**config.mk**
```make
export PLATFORM = sky130hd
export DESIGN_NAME = systolic_seq_ctrl
export DESIGN_NICKNAME = d
export VERILOG_FILES = /design/src/rtl/systolic_seq_ctrl.sv
export SDC_FILE = /design/constraint.sdc
export NUM_CORES = 1
export LEC_CHECK = 0
export ABC_AREA = 1
export CORE_AREA = 2 2 66 68
export CTS_BUF_LIST = sky130_fd_sc_hd__clkbuf_8
export DETAILED_ROUTE_END_ITERATION = 12
export DIE_AREA = 0 0 68 70
export PLACE_DENSITY = 0.78
export SLEW_MARGIN = 0
export SYNTH_ARGS = -nofsm -noshare
export SYNTH_HDL_FRONTEND = slang
export SYNTH_SLANG_ARGS = --single-unit
```
**constraint.sdc**
```tcl
create_clock -name clk -period 2.19 [get_ports clk]
set_clock_uncertainty 0.05 [all_clocks]
set_input_delay 0.438 -clock clk [delete_from_list [all_inputs] [get_ports clk]]
set_output_delay 0.438 -clock clk [all_outputs]
set_load 0.01 [all_outputs]
```
**src/rtl/systolic_seq_ctrl.sv**
```systemverilog
// Job sequencer for an N x N weight-stationary systolic array.
// It runs weight preload, then activation streaming, then pipeline drain, with skewed column valids.
module systolic_seq_ctrl #(
  parameter int unsigned N         = 4,
  parameter int unsigned CNT_WIDTH = 8
) (
  input  logic                       clk,
  input  logic                       rstn,
  input  logic                       start_i,
  input  logic [CNT_WIDTH-1:0]       num_vec_i,
  input  logic                       stall_i,
  output logic                       busy_o,
  output logic                       done_o,
  output logic                       wt_load_en_o,
  output logic [$clog2(N)-1:0]       wt_row_o,
  output logic                       act_rd_en_o,
  output logic [CNT_WIDTH-1:0]       act_rd_addr_o,
  output logic                       acc_en_o,
  output logic [N-1:0]               col_valid_o,
  output logic                       res_valid_o,
  output logic [CNT_WIDTH-1:0]       res_idx_o
);

  localparam int unsigned ROW_WIDTH = $clog2(N);
  localparam int unsigned DL        = 2 * N;
  // Phase counter must hold both M-1 and 2N-1.
  localparam int unsigned PW = (CNT_WIDTH > $clog2(DL)) ? CNT_WIDTH : $clog2(DL);

  typedef enum logic [2:0] {StIdle, StLoadW, StStream, StDrain, StDone} state_e;

  state_e               state_q, state_d;
  logic [PW-1:0]        cnt_q, cnt_d;
  logic [CNT_WIDTH-1:0] m_q, m_d;
  logic [CNT_WIDTH-1:0] res_cnt_q, res_cnt_d;
  logic [DL-1:0]        dly_q, dly_d;
  logic                 active, act_rd, res_fire;

  assign active   = (state_q inside {StLoadW, StStream, StDrain}) && !stall_i;
  assign act_rd   = (state_q == StStream) && !stall_i;
  assign res_fire = active && dly_q[DL-1];

  always_comb begin
    state_d       = state_q;
    cnt_d         = cnt_q;
    m_d           = m_q;
    res_cnt_d     = res_cnt_q;
    dly_d         = dly_q;
    busy_o        = (state_q != StIdle);
    done_o        = 1'b0;
    wt_load_en_o  = 1'b0;
    wt_row_o      = '0;
    act_rd_en_o   = act_rd;
    act_rd_addr_o = '0;
    acc_en_o      = 1'b0;
    col_valid_o   = active ? dly_q[N-1:0] : '0;
    res_valid_o   = res_fire;
    res_idx_o     = res_fire ? res_cnt_q : '0;

    unique case (state_q)
      StIdle: begin
        if (start_i && (num_vec_i != '0)) begin
          m_d       = num_vec_i;
          cnt_d     = '0;
          res_cnt_d = '0;
          dly_d     = '0;
          state_d   = StLoadW;
        end
      end
      StLoadW: begin
        wt_row_o     = cnt_q[ROW_WIDTH-1:0];
        wt_load_en_o = active;
        if (active) begin
          if (cnt_q == PW'(N - 1)) begin
            cnt_d   = '0;
            state_d = StStream;
          end else begin
            cnt_d = cnt_q + PW'(1);
          end
        end
      end
      StStream: begin
        act_rd_addr_o = cnt_q[CNT_WIDTH-1:0];
        acc_en_o      = active;
        if (active) begin
          if (cnt_q == PW'(m_q) - PW'(1)) begin
            cnt_d   = '0;
            state_d = StDrain;
          end else begin
            cnt_d = cnt_q + PW'(1);
          end
        end
      end
      StDrain: begin
        acc_en_o = active;
        if (active) begin
          if (cnt_q == PW'(DL - 1)) begin
            cnt_d   = '0;
            state_d = StDone;
          end else begin
            cnt_d = cnt_q + PW'(1);
          end
        end
      end
      StDone: begin
        done_o  = 1'b1;
        state_d = StIdle;
      end
      default: state_d = StIdle;
    endcase

    // Delay line advances only on active cycles; tap k is act_rd delayed k+1 active cycles.
    if (active) begin
      dly_d = {dly_q[DL-2:0], act_rd};
    end
    if (res_fire) begin
      res_cnt_d = res_cnt_q + CNT_WIDTH'(1);
    end
  end

  always_ff @(posedge clk) begin
    if (!rstn) begin
      state_q   <= StIdle;
      cnt_q     <= '0;
      m_q       <= '0;
      res_cnt_q <= '0;
      dly_q     <= '0;
    end else begin
      state_q   <= state_d;
      cnt_q     <= cnt_d;
      m_q       <= m_d;
      res_cnt_q <= res_cnt_d;
      dly_q     <= dly_d;
    end
  end

endmodule

```
==> summary.txt, run 1 <==
Synth
  – Synth async-reset ratio: 0
  – Synth top cells by count: nand2_1, nor2_1, inv_1, dfxtp_1, a21oi_1
  – Distinct cell type count after synthesis: 32
  – Sequential fraction of the synthesis area: 0.330
  – Main synth FF type: dfxtp_1
  – Post-synth EDFFs: 0
  – Seq cells post-synth: 35
  – Synth area leaders: dfxtp_1, nand2_1, nor2_1
  – Cell taking the most area after synthesis: dfxtp_1
  – Top-count cell post-synth: nand2_1
  – Syn_area_per_cell: 6.38 sq um
  – Top cell type's share of synthesized area: 0.330
  – Syn_nets: around 350
  – Ys Warns: 0
  – Mapped Cells: 333
  – Synthesized area: 2120 sq um

Worst setup path
  – CP delay by family, top: buffers and inverters
  – Worst Path Required: about 1.7 ns
  – Reg2reg path depth: 14
  – Reg-to-Reg End: cnt_q[7]$_SDFFE_PN0P_
  – Slowest cell on the critical path: clkdlybuf4s50_1
  – Setup Crit Path Kind: reg -> out
  – Crit path DAT: 1.64 ns
  – Slowest stage delay, CP: 0.55 ns
  – Worst R2R Setup Slack: roughly 0.24 ns
  – Endpoint type of the worst setup path: output port
  – Crit. Startpoint: state_q[2]$_SDFFE_PN0P_
  – Reg2reg start: m_q[1]$_SDFFE_PN0P_
  – Critical path cell sequence: nor2_4 -> nand2_2 -> nor2_1 -> clkdlybuf4s50_1
  – Worst-path fanout max: 7
  – Crit start category: flip-flop
  – Bufs and invs on worst path: 1

Final layout
  – Nets: 399
  – Share of layout cells above drive strength 1: 0.114
  – Area Overhead vs Synth: 29.6%
  – Diodes inserted: 0
  – Filler cells: 369
  – Area of the multi-input gates: 1200 sq um
  – Final core utilization: 0.664
  – FF/Latch Area: 704 sq um

Floorplan
  – Placement row count: 24
  – Starting Density: 0.512
  – I/O pin count: 40
  – DIE HEIGHT: 70 um
  – CORE AREA: 4140 sq um
  – Die Width: 68 um
  – Die area: 4760 sq um

Drt
  – ANT nets after route: 0
  – Remaining DRCs: 0
  – Total Wirelength: 5.16 mm
  – Vias per inst: 5.07
  – WL per Instance: 11.8 um
  – First drt pass iteration count: 4
  – Vias: 2,215
  – 1st-iter DRT viols: around 100

Global routing
  – First-pass GRT wire length: 8.55 mm
  – GRT Total Usage: 0.229
  – Largest net degree at the start of global routing: 20
  – Overflow after GRT: 0
  – Vias in the first global route: 1,997
  – Antenna violations before repair: 0

Power
  – Pwr dens: 840 nW/um^2
  – Combinational group share of total power: 0.434
  – Sw Pwr: 926 uW
  – Seq pwr share: 0.345
  – Clock Power Share: 0.221
  – Switching Share: 0.401
  – Leakage: between 0.001 and 0.0015 uW
  – Worst vdd ir: 444 uV
  – Internal: 1380 uW

STA
  – Worst-Margin Slew: approximately 0.43 ns
  – Max Slew Vio Count: 0
  – Setup violators final: 0
  – Final Hold Fails: 0
  – Tmin final: between 2 and 2.5 ns
  – Max-slew headroom: 0.711
  – Crit share post-route: 0.970
  – Final worst slack: approximately 0.066 ns
  – Max Fclk: 0.471 GHz

Placed design
  – RD Place Congestion: a little over 0.8
  – HPWL Detailed: 3.87 mm
  – IO Port Bufs: 39
  – Post-place setup slack: -0.225 ns

CTS
  – H-tree levels: 2
  – TritonCTS clock tree: yes
  – CTS sink cnt: 35
  – Clk slew on worst S/H paths: approximately 0.070 ns
  – CTS buffer count: 5
  – Clock Latency Late Sink: around 0.28 ns
  – Clock buffer depth: 2
  – CTS root buf: clkbuf_8
  – Hold bufs inserted after CTS: 0

Hold path
  – Worst hold stages: 2
  – Hold Path Sink: dly_q[0]$_SDFFE_PN0P_
  – Hold Crit Start: dly_q[0]$_SDFFE_PN0P_
  – Hold crit path type: reg -> reg

Flow run
  – Max Cap Violations: 0

Run status
  – Outcome: finished, final reports clean
-- cells in the final DEF, fill, tap and decap left out, types with 2 or more instances in the layout --
master / n
inv_2: 3
nand3_1: 23
a21oi_1: 28
xor2_1: 6
inv_1: 44
nor3_1: 10
buf_4: 13
o21ai_0: 16
xnor2_1: 2
clkdlybuf4s50_1: 20
clkdlybuf4s15_1: 6
nand4_1: 4
clkbuf_8: 7
nor2_4: 4
dfxtp_1: 32
o21a_1: 3
inv_4: 2
ha_1: 3
nand2_1: 67
dfxtp_2: 3
dlymetal6s2s_1: 5
dlygate4sd2_1: 7
nand2_2: 4
nor2_1: 58
nor4_1: 2
-- cell type report --
class	count	share of cell area
Timing Repair Buffer	52	0.177
Clock buffer	7	0.0350
Clock inverter	1	0.00136
Inverter	50	0.0714
Multi-Input combinational cell	240	0.436
Sequential cell	35	0.256
Tap cell	52	0.0236
-- how the worst max path moves through the flow --
stage | end | slack, ns | depth (start not counted)
after global routing | res_idx_o[7] | -0.001 | 9
after global placement | res_idx_o[7] | -0.20 | 7
final | act_rd_addr_o[7] | 0.07 | 4
after detailed placement | res_idx_o[2] | -0.22 | 7
after floorplan | cnt_q[1]$_SDFFE_PN0P_ | 0.40 | 14
after CTS | wt_load_en_o | -0.07 | 4
-- state kept, by name (all words and copies together) (netlist names) --
register and cells:
state_q 3, cnt_q 8, m_q 8, dly_q 8, res_cnt_q 8
-- power by group through the flow --
| stage | Combinational [uW] | Clock (uW) | Sequential, uW |
|---|---|---|---|
| floorplan | 707 | 0 | 775 |
| global placement | 956 | 0 | 792 |
| detailed placement | 965 | 0 | 795 |
| CTS | 968 | 511 | 784 |
| global route | 1150 | 539 | 808 |
| finish | 1000 | 511 | 797 |
-- worst min-delay path: cells and delay by family (launching register included) --
family | cells | cell delay [ns]
AO/OA/AOI/OAI | 1 | 0.05
flip-flops | 1 | 0.30
buffers and inverters | 1 | 0.06
-- repair_timing --
action | in CTS | in global routing
pin swaps | 1 | 2
gates cloned | 0 | 1
hold endpoints to repair | 0 | 0
buffers inserted | 0 | 2
setup endpoints to repair | 26 | 14
gates resized for setup | 17 | 20
-- per-stage QoR --
stage	hold slack, ns	total power, uW	setup TNS (ns)	std cells	instance area (sq um)
5_1_grt	0.421	2500	-0.00150	437	2750
3_5_place_dp	0.402	1760	-2.10	426	2610
2_1_floorplan	0.379	1480	0	333	2120
3_3_place_gp	0.396	1750	-1.92	426	2610
6_report	0.407	2310	0	437	2750
4_1_cts	0.412	2260	-0.480	434	2700
-- layer usage --
metal	track usage	wire, um	vias to the layer above
met5	0	0	-
met4	0.0689	65	0
met3	0.0419	218	8
met2	0.393	2600	52
met1	0.285	2270	998
li1	-	-	1157
-- logic make-up (layout without fill, tap and decap cells) --
logic type      after synthesis  in the layout  synth area share
simple gates                178            179             0.378
buf+inv                      59            110             0.116
compound gates               50             50             0.126
flops                        35             35             0.330
xor+xnor                      8              8            0.0330
fa+ha+maj                     3              3            0.0177
Note: power is estimated with default switching activity, not from simulation.
==> inputs of run 2 (changes only) <==
Settings changed: CTS_CLUSTER_SIZE from default to 16.
==> results of run 2 <==
Final layout, timing and power as in run 1 (identical DEF).
